===== src/rtl/fb_pkg.sv =====
// Shared constants, types and palette expansion for the framebuffer scan-out path.
// Default geometry is 1280x720@60 (1650x750 totals).
package fb_pkg;

  localparam int H_ACTIVE  = 1280;
  localparam int H_FP      = 110;
  localparam int H_SYNC    = 40;
  localparam int H_BP      = 220;
  localparam int H_TOTAL   = H_ACTIVE + H_FP + H_SYNC + H_BP;  // 1650
  localparam int V_ACTIVE  = 720;
  localparam int V_FP      = 5;
  localparam int V_SYNC    = 5;
  localparam int V_BP      = 20;
  localparam int V_TOTAL   = V_ACTIVE + V_FP + V_SYNC + V_BP;  // 750
  localparam int FB_PIXELS = H_ACTIVE * V_ACTIVE;              // 921600

  localparam int RD_LAT = 2;
  localparam int ADDR_W = 20;
  localparam int CID_W  = 6;
  localparam int BAR_W  = 160;
  localparam int N_BARS = 8;

  typedef struct packed {
    logic [7:0] r;
    logic [7:0] g;
    logic [7:0] b;
  } rgb24_t;

  typedef struct packed {
    logic de;
    logic hs;
    logic vs;
    logic fs;
  } ctrl_t;

  // Replicate the top two ID bits into the low bits so 0 -> 0x00 and 63 -> 0xFF.
  function automatic rgb24_t cid_to_rgb(input logic [CID_W-1:0] cid, input logic sel);
    rgb24_t     rgb;
    logic [7:0] e;
    e = {cid, cid[CID_W-1 -: 2]};
    rgb.r = e;
    rgb.g = sel ? (e >> 1) : e;
    rgb.b = sel ? 8'h00 : e;
    return rgb;
  endfunction

  // Bar index by threshold comparison against multiples of BAR_W.
  function automatic logic [2:0] bar_of(input int h);
    logic [2:0] idx;
    idx = '0;
    for (int k = 1; k < N_BARS; k++) begin
      if (h >= k * BAR_W) idx = 3'(k);
    end
    return idx;
  endfunction

endpackage


===== src/rtl/video_timing_gen.sv =====
// Raster counters and combinational active/sync/frame-start decode for one pixel clock.
module video_timing_gen #(
  parameter int H_ACTIVE = fb_pkg::H_ACTIVE,
  parameter int H_FP     = fb_pkg::H_FP,
  parameter int H_SYNC   = fb_pkg::H_SYNC,
  parameter int H_BP     = fb_pkg::H_BP,
  parameter int V_ACTIVE = fb_pkg::V_ACTIVE,
  parameter int V_FP     = fb_pkg::V_FP,
  parameter int V_SYNC   = fb_pkg::V_SYNC,
  parameter int V_BP     = fb_pkg::V_BP,
  parameter int HW       = $clog2(H_ACTIVE + H_FP + H_SYNC + H_BP),
  parameter int VW       = $clog2(V_ACTIVE + V_FP + V_SYNC + V_BP)
) (
  input  logic          clk,
  input  logic          rst_n,
  output logic [HW-1:0] h_cnt,
  output logic [VW-1:0] v_cnt,
  output logic          active,
  output logic          hs,
  output logic          vs,
  output logic          frame_start
);

  localparam int H_TOTAL = H_ACTIVE + H_FP + H_SYNC + H_BP;
  localparam int V_TOTAL = V_ACTIVE + V_FP + V_SYNC + V_BP;

  logic h_last;
  logic v_last;

  assign h_last = (h_cnt == HW'(H_TOTAL - 1));
  assign v_last = (v_cnt == VW'(V_TOTAL - 1));

  // NOTE: sequential state uses non-blocking assignments so every register samples pre-edge values.
  always_ff @(posedge clk or negedge rst_n) begin
    if (!rst_n) begin
      h_cnt <= '0;
      v_cnt <= '0;
    end else if (h_last) begin
      h_cnt <= '0;
      v_cnt <= v_last ? '0 : v_cnt + VW'(1);
    end else begin
      h_cnt <= h_cnt + HW'(1);
    end
  end

  assign active      = (h_cnt < HW'(H_ACTIVE)) && (v_cnt < VW'(V_ACTIVE));
  assign hs          = (h_cnt >= HW'(H_ACTIVE + H_FP)) && (h_cnt < HW'(H_ACTIVE + H_FP + H_SYNC));
  assign vs          = (v_cnt >= VW'(V_ACTIVE + V_FP)) && (v_cnt < VW'(V_ACTIVE + V_FP + V_SYNC));
  assign frame_start = (h_cnt == '0) && (v_cnt == '0);

endmodule


===== src/rtl/fb_scanout.sv =====
// Framebuffer scan-out: raster timing, read address generation, sync alignment and palette.
// Optional macro FB_SCANOUT_TESTPAT_EN adds an 8-bar test pattern selected by tp_en.
module fb_scanout #(
  parameter int H_ACTIVE = fb_pkg::H_ACTIVE,
  parameter int H_FP     = fb_pkg::H_FP,
  parameter int H_SYNC   = fb_pkg::H_SYNC,
  parameter int H_BP     = fb_pkg::H_BP,
  parameter int V_ACTIVE = fb_pkg::V_ACTIVE,
  parameter int V_FP     = fb_pkg::V_FP,
  parameter int V_SYNC   = fb_pkg::V_SYNC,
  parameter int V_BP     = fb_pkg::V_BP,
  parameter int RD_LAT   = fb_pkg::RD_LAT
) (
  input  logic                      clk,
  input  logic                      rst_n,
  output logic                      rd_en,
  output logic [fb_pkg::ADDR_W-1:0] rd_addr,
  input  logic [fb_pkg::CID_W-1:0]  rd_data,
  input  logic                      color_sel,
  input  logic                      tp_en,
  output logic [7:0]                vid_r,
  output logic [7:0]                vid_g,
  output logic [7:0]                vid_b,
  output logic                      vid_hs,
  output logic                      vid_vs,
  output logic                      vid_de,
  output logic                      frame_start
);
  import fb_pkg::*;

  localparam int HT = H_ACTIVE + H_FP + H_SYNC + H_BP;
  localparam int VT = V_ACTIVE + V_FP + V_SYNC + V_BP;
  localparam int HW = $clog2(HT);
  localparam int VW = $clog2(VT);

  logic [HW-1:0]     h_cnt;
  logic [VW-1:0]     v_cnt;
  logic              active;
  logic              hs;
  logic              vs;
  logic              fs;
  logic              frame_end;
  logic [ADDR_W-1:0] addr_cnt;

  video_timing_gen #(
    .H_ACTIVE(H_ACTIVE), .H_FP(H_FP), .H_SYNC(H_SYNC), .H_BP(H_BP),
    .V_ACTIVE(V_ACTIVE), .V_FP(V_FP), .V_SYNC(V_SYNC), .V_BP(V_BP),
    .HW(HW), .VW(VW)
  ) u_timing (
    .clk        (clk),
    .rst_n      (rst_n),
    .h_cnt      (h_cnt),
    .v_cnt      (v_cnt),
    .active     (active),
    .hs         (hs),
    .vs         (vs),
    .frame_start(fs)
  );

  assign frame_end = (h_cnt == HW'(HT - 1)) && (v_cnt == VW'(VT - 1));

  always_ff @(posedge clk or negedge rst_n) begin
    if (!rst_n) begin
      addr_cnt <= '0;
    end else if (frame_end) begin
      addr_cnt <= '0;
    end else if (active) begin
      addr_cnt <= addr_cnt + ADDR_W'(1);
    end
  end

  // pipe[0] is stage 1 (alongside rd_en); pipe[RD_LAT] lines up with rd_data.
  ctrl_t ctrl_now;
  ctrl_t pipe [RD_LAT+1];

  assign ctrl_now = '{de: active, hs: hs, vs: vs, fs: fs};

  // NOTE: the delay line is reset explicitly so syncs never replay stale state after a mid-frame reset.
  always_ff @(posedge clk or negedge rst_n) begin
    if (!rst_n) begin
      rd_en   <= 1'b0;
      rd_addr <= '0;
      for (int i = 0; i <= RD_LAT; i++) pipe[i] <= '0;
    end else begin
      rd_en   <= active;
      rd_addr <= addr_cnt;
      pipe[0] <= ctrl_now;
      for (int i = 1; i <= RD_LAT; i++) pipe[i] <= pipe[i-1];
    end
  end

`ifdef FB_SCANOUT_TESTPAT_EN
  logic [2:0] bar_pipe [RD_LAT+1];

  always_ff @(posedge clk or negedge rst_n) begin
    if (!rst_n) begin
      for (int i = 0; i <= RD_LAT; i++) bar_pipe[i] <= '0;
    end else begin
      bar_pipe[0] <= bar_of(int'(h_cnt));
      for (int i = 1; i <= RD_LAT; i++) bar_pipe[i] <= bar_pipe[i-1];
    end
  end
`else
  logic unused_tp;
  assign unused_tp = tp_en;
`endif

  rgb24_t pix;

  // NOTE: pix gets a full default first so no path through this block can infer a latch.
  always_comb begin
    pix = cid_to_rgb(rd_data, color_sel);
`ifdef FB_SCANOUT_TESTPAT_EN
    if (tp_en) begin
      pix.r = {8{bar_pipe[RD_LAT][2]}};
      pix.g = {8{bar_pipe[RD_LAT][1]}};
      pix.b = {8{bar_pipe[RD_LAT][0]}};
    end
`endif
    if (!pipe[RD_LAT].de) pix = '0;
  end

  always_ff @(posedge clk or negedge rst_n) begin
    if (!rst_n) begin
      vid_r       <= '0;
      vid_g       <= '0;
      vid_b       <= '0;
      vid_de      <= 1'b0;
      vid_hs      <= 1'b0;
      vid_vs      <= 1'b0;
      frame_start <= 1'b0;
    end else begin
      vid_r       <= pix.r;
      vid_g       <= pix.g;
      vid_b       <= pix.b;
      vid_de      <= pipe[RD_LAT].de;
      vid_hs      <= pipe[RD_LAT].hs;
      vid_vs      <= pipe[RD_LAT].vs;
      frame_start <= pipe[RD_LAT].fs;
    end
  end

endmodule


===== config.mk =====
export PLATFORM = sky130hd
export DESIGN_NAME = fb_scanout
export DESIGN_NICKNAME = d
export VERILOG_FILES = /design/src/rtl/fb_pkg.sv /design/src/rtl/video_timing_gen.sv /design/src/rtl/fb_scanout.sv
export SDC_FILE = /design/constraint.sdc
export NUM_CORES = 1
export LEC_CHECK = 0
export ABC_CLOCK_PERIOD_IN_PS = 3700
export CAP_MARGIN = 20
export CORE_UTILIZATION = 50
export CTS_CLUSTER_DIAMETER = 60
export DETAILED_ROUTE_END_ITERATION = 10
export GPL_TIMING_DRIVEN = 0
export PLACE_DENSITY = 0.8
export SLEW_MARGIN = 20
export SYNTH_ARGS = -nofsm -noshare
export SYNTH_HDL_FRONTEND = slang
export SYNTH_SLANG_ARGS = --single-unit

===== constraint.sdc =====
create_clock -name clk -period 3.7 [get_ports clk]
set_input_delay 0.74 -clock clk [delete_from_list [all_inputs] [get_ports clk]]
set_output_delay 0.74 -clock clk [all_outputs]
set_load 0.1 [all_outputs]

# Word-level counts from Yosys, hierarchy flattened
# Index checks and enable logic that the tools add are counted.
word_totals:
  reg_bits: 101
  output_inout_bits: 49
  wordCells: 49
classes:
  add_sub_neg: 3
  magnitude_cmp: 6
  eq_ne: 2
  mux: 7
  reduce_logical: 8
op_table:
  columns: ["operator", "count"]
  rows:
  - ["two-way mux 20 bit", 2]
  - ["two-way mux 24 bit", 1]
  - ["less-than comparator 11 bit (second input constant)", 2]
  - ["adder 20 x 1 -> 20 bit (second input constant)", 1]
  - ["less-than comparator 10 bit (second input constant)", 2]
  - ["two-way mux 8 bit", 2]
  - ["adder 11 x 1 -> 11 bit (second input constant)", 1]
  - ["equality test 11 bit (second input constant)", 1]
  - ["greater-or-equal comparator 11 bit (second input constant)", 1]
  - ["zero test 11 bit", 1]
  - ["two-way mux 11 bit", 1]
  - ["adder 10 x 1 -> 10 bit (second input constant)", 1]
  - ["equality test 10 bit (second input constant)", 1]
  - ["greater-or-equal comparator 10 bit (second input constant)", 1]
  - ["zero test 10 bit", 1]
  - ["two-way mux 10 bit", 1]
  - ["logical AND 1 bit", 5]
  - ["nonzero test 2 bit", 1]

# Logic depth before layout (Yosys ltp)
# Gate-level depths: netlist of the first run.
depth:
  word_depth: 4
  depth_mapped: 7

# Hierarchy
# A second synthesis of the first run with hierarchy kept.
unflattened:
  cells_unflattened: 338
  area_unflattened_um2: 3883.7
modules_own_cells:
  columns: ["mod", "n_inst", "cells_each", "area_each_um2"]
  rows:
  - ["fb_scanout", 1, 197, 2600.0]
  - ["video_timing_gen", 1, 141, 1283.7]

# Worst setup path before layout of the first run
# No wires, ideal clock.
synth_timing:
  kind: "register -> register"
  startpoint: "register u_timing.h_cnt[7]"
  endpoint: "register u_timing.v_cnt[6]"
  setup_ps: 79
  arrival_time_ps: 2022
  required_ps: 3621
  setup_slack_ps: 1598
  stages_incl_launch_ff: 6
  n_path_buf: 1
  cell_sequence: "dfrtp_1 -> or4_1 -> buf_2 -> or4_4 -> or3b_1 -> mux2i_1"
synth_between:
  elab_chain_len: 1
synth_lines:
  columns: ["element", "line_no", "source"]
  rows:
  - ["start: declaration", "video_timing_gen.sv:16", "output logic [HW-1:0] h_cnt,"]
  - ["start signal: assignment", "video_timing_gen.sv:42", "h_cnt <= h_cnt + HW'(1);"]
  - ["equality test 11 bit", "video_timing_gen.sv:30", "assign h_last = (h_cnt == HW'(H_TOTAL - 1));"]
  - ["end signal: assignment", "video_timing_gen.sv:40", "v_cnt <= v_last ? '0 : v_cnt + VW'(1);"]
  - ["end: declaration", "video_timing_gen.sv:17", "output logic [VW-1:0] v_cnt,"]
# No other way between the ends.
# A chain may end at the register's enable or synchronous reset.

==> results by group, run 1 <==
Final layout
  – Layout cells sized above 1: about 6.5%
  – Area taken by multi-input logic gates: approximately 1300 um^2
  – Fillers: 557
  – # diodes: 0
  – Most frequent cells in the layout: dfrtp_1 (95), clkdlybuf4s50_1 (56), nand2_1 (28)
  – Commonest non-fill, non-tap cell in the layout: dfrtp_1
  – Finished Core Util: between 60% and 70%
  – Synth-to-layout area growth: 23.1%
  – Final nets: approximately 430
  – Register area: roughly 2400 um^2
  – Non-filler cells, final: 513

Yosys
  – Syn_nets: about 360
  – Synth Instances: 340
  – Sequential share of the synthesized area: about 62%
  – Area leader, netlist: dfrtp_1
  – Synth Area per Inst: around 11 um^2
  – Ys async rst share: 100%
  – Yosys reg bits: 95
  – Post-Syn Area: approximately 3800 um^2
  – Main synth FF type: dfrtp_1
  – Yosys warning count: 0
  – Synth area leaders: dfrtp_1 (62%), a21oi_1 (3.1%), nand2_1 (2.7%)
  – Yosys cell types: 36
  – Share of the synthesized area in the top cell type: about three fifths
  – EDFF count, synth: 0

Place
  – # port buffers: 57
  – Pre-CTS WS: 1260 ps
  – Dpl cells: slightly below 500
  – Final HPWL DP: between 5000 and 6000 um
  – Placer congestion estimate: a little under 0.9

Global routing
  – Total gr overflow: 0
  – Initial antenna violation count: 0
  – First-pass GRT wire length: about 13000 um
  – Vias in the first global route: between 2000 and 3000
  – Largest net degree at the start of global routing: 50
  – Total GRT Usage: roughly a fifth

Clocking
  – CTS tree: built
  – Number of CTS-inserted buffers: 9
  – Root Driver: clkbuf_8
  – CTS resizes: 0
  – CTS sink cnt: 95
  – H-tree Lvls: 3
  – CTS max path bufs: 2
  – Clk_lat worst skew: roughly 360 ps
  – Hold-fix buffers at CTS: 0
  – Post-CTS Setup Repair Bufs: 0
  – Worst-path clk slew: 90 ps

Power and ir drop
  – Leakage: 2.06 nW
  – P_int: ~1.4 mW
  – Gate power share: a little over a tenth
  – Sequential share of power: 56.3%
  – Sw Pwr: 510 uW
  – Power Density: between 300 and 400 nW/um^2
  – Sw frac: between 20% and 30%
  – VDD IR max: roughly 0.18 mV
  – Proportion of power drawn by the clock network: 33.2%
  – Power Total: approximately 1.9 mW

Min path
  – Min-delay src: pipe[6]$_DFF_PN0_
  – Hold Path Depth: 0
  – Hold endpoint: pipe[2]$_DFF_PN0_
  – HP Class: flop to flop

Detailed routing
  – ANT nets after route: 0
  – Avg WL per Cell: about 15 um
  – Initial DRT Pass Iterations: 4
  – Via density per instance: around 5.6
  – Via count: approximately 2800
  – Total length of routed wires: approximately 7700 um
  – DRC Markers: 0
  – Iter 0 DRT Violations: around 140

STA
  – Post-layout min period: about 2700 ps
  – Hold Fails Final Rpt: 0
  – Worst slew margin: about a third
  – Final setup viols: 0
  – Worst-Margin Slew: roughly 1000 ps
  – Fmax: 370 MHz
  – Clock skew: 14.8 ps
  – Max-slew violations: 0
  – Setup ws final: around 1000 ps
  – Final worst-path cycle share: ~73%
  – RSZ-0062 raised after global routing: no
  – Hold Slack: 353 ps

Status
  – Result of the run: completed

Worst setup path
  – Cell at the slowest stage of the critical path: clkdlybuf4s50_1
  – Crit end category: output port
  – Setup CP Type: flop to output port
  – CP Data Required Time: just under 3000 ps
  – Crit start category: flop
  – CP Cell Sequence: buf_4, clkdlybuf4s50_1
  – R2R setup slack: 1180 ps
  – R2r endpoint: addr_cnt[10]$_DFFE_PN0P_
  – Crit path max fanout: 3
  – Worst path max stage delay: roughly 1100 ps
  – R2R Path Start: u_timing.h_cnt[7]$_DFF_PN0_
  – Worst Reg2Reg Path Length in Cells: 6
  – Worst Path Arrival: about 2000 ps

Die
  – Die Span X: around 90 um
  – I/O pin count: 59
  – Core area: 7330 um^2
  – Die Ht: 89.6 um
  – Die area: ~8000 um^2
  – Initial core utilization: between 50% and 60%
  – Std-Cell Rows: 31

Job
  – Max Cap Viol: 0
how the worst max path moves through the flow:
stage                                startpoint                       endpoint  slack (ps)  cells after the start
global placement                          rst_n               vid_hs$_DFF_PN0_       -1350                      1
CTS                          vid_b[1]$_DFF_PN0_                       vid_g[7]         980                      2
finish                       vid_b[1]$_DFF_PN0_                       vid_g[7]        1000                      2
floorplan           u_timing.h_cnt[7]$_DFF_PN0_  u_timing.v_cnt[6]$_DFFE_PN0N_        1600                      5
detailed placement  u_timing.h_cnt[7]$_DFF_PN0_       addr_cnt[14]$_DFFE_PN0P_        1260                      6
global route                 vid_b[1]$_DFF_PN0_                       vid_g[7]         940                      2
kinds of logic (layout without fill, tap and decap cells):
group / Yosys count / in the layout / synth area share (%)
and+or+nand+nor: 123 / 123 / 17.4
DFF: 95 / 95 / 62.0
AOI/OAI and AO/OA: 64 / 64 / 10.2
buffers and inverters: 35 / 109 / 4.18
xor gates and xnor gates: 10 / 10 / 2.28
adders and majority gates: 8 / 8 / 2.61
muxes: 5 / 5 / 1.31
synth_stat cells (all sizes together), types with 3 or more instances:
cell	count
clkbuf	11
or4	13
and2	3
o21ai	13
mux2i	5
or3	12
nor2	18
buf	9
a21oi	24
xor2	6
nor3	7
o211ai	3
nand2	28
nand3	15
dfrtp	95
and3	4
and4	4
ha	8
o31ai	10
inv	15
xnor2	4
a21o	7
nand4	12
registers in the layout (all words and copies together) (netlist names), 6 cells and up:
signal and count:
u_timing.v_cnt 10, vid_g 6, u_timing.h_cnt 11, rd_addr 20, addr_cnt 20, vid_r 6
vid_b 6, pipe 12
worst max-delay path: cells and delay by family (launching register included):
family | cells | cell delay (ps)
buffers and inverters | 2 | 1230
flip-flops | 1 | 380
power groups by stage:
stage	Sequential [mW]	Clock [mW]	Combinational, mW
floorplan	1.16	0	0.0436
global placement	1.07	0	0.192
detailed placement	1.07	0	0.196
CTS	1.05	0.631	0.196
global route	1.05	0.662	0.206
finish	1.05	0.621	0.195
metrics by stage:
step / TNS, ps / area, um^2
6_report: 0 / 4720
2_1_floorplan: 0 / 3830
4_1_cts: 0 / 4720
3_5_place_dp: 0 / 4550
3_3_place_gp: -127770 / 4530
5_1_grt: 0 / 4720
layout make-up:
type / instances / share of cell area [%]
Timing Repair Buffer: 58 / 12.5
Inverter: 15 / 1.19
Clock buffer: 12 / 3.07
Clock inverter: 4 / 0.636
Tap cell: 99 / 2.62
Buffer: 20 / 2.20
Multi-Input combinational cell: 210 / 27.5
Sequential cell: 95 / 50.3
per-layer routing:
layer / wire, um / vias to the layer above / track usage (%)
li1: - / 1355 / -
met1: 3390 / 1393 / 27.0
met2: 3780 / 90 / 34.4
met3: 376 / 11 / 2.93
met4: 112 / 0 / 9.81
met5: 0 / - / 0
No activity file was read; power rests on OpenSTA's default activity.
==> inputs of run 2 (changes only) <==
--- a/config.mk
+++ b/config.mk
@@ -5,9 +5,9 @@
 export SDC_FILE = /design/constraint.sdc
 export NUM_CORES = 1
 export LEC_CHECK = 0
-export ABC_CLOCK_PERIOD_IN_PS = 3700
+export ABC_CLOCK_PERIOD_IN_PS = 2300
 export CAP_MARGIN = 20
-export CORE_UTILIZATION = 50
+export CORE_UTILIZATION = 48
 export CTS_CLUSTER_DIAMETER = 60
 export DETAILED_ROUTE_END_ITERATION = 10
 export GPL_TIMING_DRIVEN = 0
==> constraint.sdc (replaced) <==
create_clock -name clk -period 2.3 [get_ports clk]
set_input_delay 0.46 -clock clk [delete_from_list [all_inputs] [get_ports clk]]
set_output_delay 0.46 -clock clk [all_outputs]
set_load 0.1 [all_outputs]
==> run 2 against run 1 <==
Worst setup slack lost 950 ps. Non-clock buffer count rose by 2. Sequential cell count unchanged. Sequential share of layout area down 0.89 points. Critical path type unchanged. Highest routed layer unchanged.
==> results by group, run 2 (same netlist as run 1, synthesis figures left out) <==
Final layout
  – Finished Core Util: between 60% and 70%
  – Most frequent cells in the layout: dfrtp_1 (92), nand2_1 (28), dlygate4sd2_1 (25)
  – Synth-to-layout area growth: 25.5%
  – Final instance area: around 4800 um^2
  – Final nets: between 400 and 500
  – Commonest non-fill, non-tap cell in the layout: dfrtp_1
  – Layout cells sized above 1: under 10%
  – Leading registers by flop count: addr_cnt: 20 flops, rd_addr: 20 flops, pipe: 12 flops
  – # diodes: 0

Worst setup path
  – Worst Path Arrival: about 1800 ps
  – Cell at the slowest stage of the critical path: clkdlybuf4s50_1
  – Worst path max stage delay: around 1100 ps
  – Crit path max fanout: 1
  – Crit start category: flop
  – CP Data Required Time: roughly 1800 ps
  – Buf+Inv Stages, Crit Path: 1
  – Worst Reg2Reg Path Length in Cells: 5
  – WP depth: 1
  – CP Cell Sequence: clkdlybuf4s50_1
  – Setup CP Type: flop to output port
  – Crit end category: output port
  – CP top delay family: buffers and inverters

Power and ir drop
  – Proportion of power drawn by the clock network: ~34%
  – Gate power share: around a tenth
  – Sequential share of power: 56.0%
  – Sw Pwr: between 800 and 900 uW
  – Power Density: ~630 nW/um^2
  – P_int: roughly 2.2 mW
  – Sw frac: 27.8%
  – Leakage: between 2 and 2.5 nW
  – VDD IR max: roughly 0.38 mV

Detailed routing
  – Initial DRT Pass Iterations: 5
  – Iter 0 DRT Violations: 174
  – ANT nets after route: 0
  – Via density per instance: approximately 5.5
  – Avg WL per Cell: approximately 14 um
  – Via count: approximately 2900
  – DRC Markers: 0
  – Total length of routed wires: between 7000 and 8000 um

STA
  – Fmax: between 400 and 500 MHz
  – Clock skew: 14.8 ps
  – Final worst-path cycle share: a little over nine tenths
  – Hold Fails Final Rpt: 0
  – Post-layout min period: between 2000 and 2500 ps
  – Final setup viols: 0
  – Max-slew violations: 0
  – Worst slew margin: 34.6%
  – Worst-Margin Slew: roughly 980 ps

Place
  – # port buffers: between 50 and 60
  – Final HPWL DP: approximately 5100 um
  – Placed Area: between 4000 and 5000 um^2
  – Placer congestion estimate: 0.846

Status
  – Result of the run: completed

Die
  – Initial core utilization: about half
  – I/O pin count: 59
  – Std-Cell Rows: 32
  – Die area: 8350 um^2
  – Die Span X: roughly 91 um
  – Die Ht: 91.4 um
  – Core area: ~7700 um^2

Job
  – Max Cap Viol: 0

Global routing
  – First-pass GRT wire length: 12500 um
  – Total gr overflow: 0
  – Largest net degree at the start of global routing: 51
  – Initial antenna violation count: 0
  – Vias in the first global route: ~2600
  – Total GRT Usage: 19.0%

Clocking
  – CTS sink cnt: 95
  – CTS max path bufs: 2
  – CTS tree: built
  – Clk_lat worst skew: 360 ps
  – Number of CTS-inserted buffers: 9
  – Root Driver: clkbuf_8
  – Worst-path clk slew: 90 ps
  – H-tree Lvls: 3

Min path
  – HP Class: primary input to async pin
-- run 2: per-stage QoR --
stage               total power, mW  setup TNS [ps]  cells  setup slack (ps)  hold slack [ps]
detailed placement             2.05            -592    500             -76.8              335
global route                   3.13           -15.9    518             -15.9              136
CTS                            3.05               0    516             0.390              109
global placement               2.04         -236470    499             -2490              333
floorplan                      1.94               0    340               198              164
finish                         3.02               0    518              40.9              101
-- run 2: routing by layer --
metal	vias up	share of wire, %	track usage [%]
met1	1413	43	24.8
met4	0	1.2	7.14
met5	-	0	0
met2	91	51	31.4
met3	10	4.5	3.69
li1	1356	-	-
-- run 2: area by class of cell --
class	count	area, um^2
Buffer	19	109
Clock buffer	10	138
Clock inverter	6	51.3
Fill cell	599	2910
Inverter	15	56.3
Multi-Input combinational cell	210	1310
Sequential cell	95	2380
Tap cell	102	128
Timing Repair Buffer	61	642
-- run 2: repair_timing --
action                                  in CTS  in global routing
gates resized for setup                     27                 33
endpoints found under the setup margin      36                 40
cloned                                       0                  0
hold buffers                                 0                  0
setup buffers                                0                  3
-- run 2: power groups by stage --
stage	Clock [mW]	Combinational, mW	Sequential [mW]
floorplan	0	0.0702	1.87
global placement	0	0.309	1.73
detailed placement	0	0.318	1.73
CTS	1.05	0.307	1.69
global route	1.12	0.317	1.70
finish	1.03	0.303	1.69
-- run 2: path summary, 6_finish.rpt --
path	from	end	slack [ps]
setup / recovery	vid_vs$_DFF_PN0_	vid_vs	40
hold / removal	rst_n	addr_cnt[8]$_DFFE_PN0P_	100
setup reg to reg	u_timing.h_cnt[8]$_DFF_PN0_	u_timing.v_cnt[6]$_DFFE_PN0N_	110
hold reg to reg	pipe[4]$_DFF_PN0_	pipe[0]$_DFF_PN0_	340
max in group asynchronous	rst_n	u_timing.h_cnt[8]$_DFF_PN0_	1570
min in group clk	pipe[4]$_DFF_PN0_	pipe[0]$_DFF_PN0_	340
==> inputs of run 3 (changes only) <==
--- a/config.mk
+++ b/config.mk
@@ -5,10 +5,11 @@
 export SDC_FILE = /design/constraint.sdc
 export NUM_CORES = 1
 export LEC_CHECK = 0
+export ABC_AREA = 0
 export ABC_CLOCK_PERIOD_IN_PS = 2300
 export CAP_MARGIN = 20
 export CORE_UTILIZATION = 48
-export CTS_CLUSTER_DIAMETER = 60
+export CTS_CLUSTER_DIAMETER = 100
 export DETAILED_ROUTE_END_ITERATION = 10
 export GPL_TIMING_DRIVEN = 0
 export PLACE_DENSITY = 0.8
==> results of run 3 <==
Same layout as run 2: the final DEF is identical, and so are final timing and power.
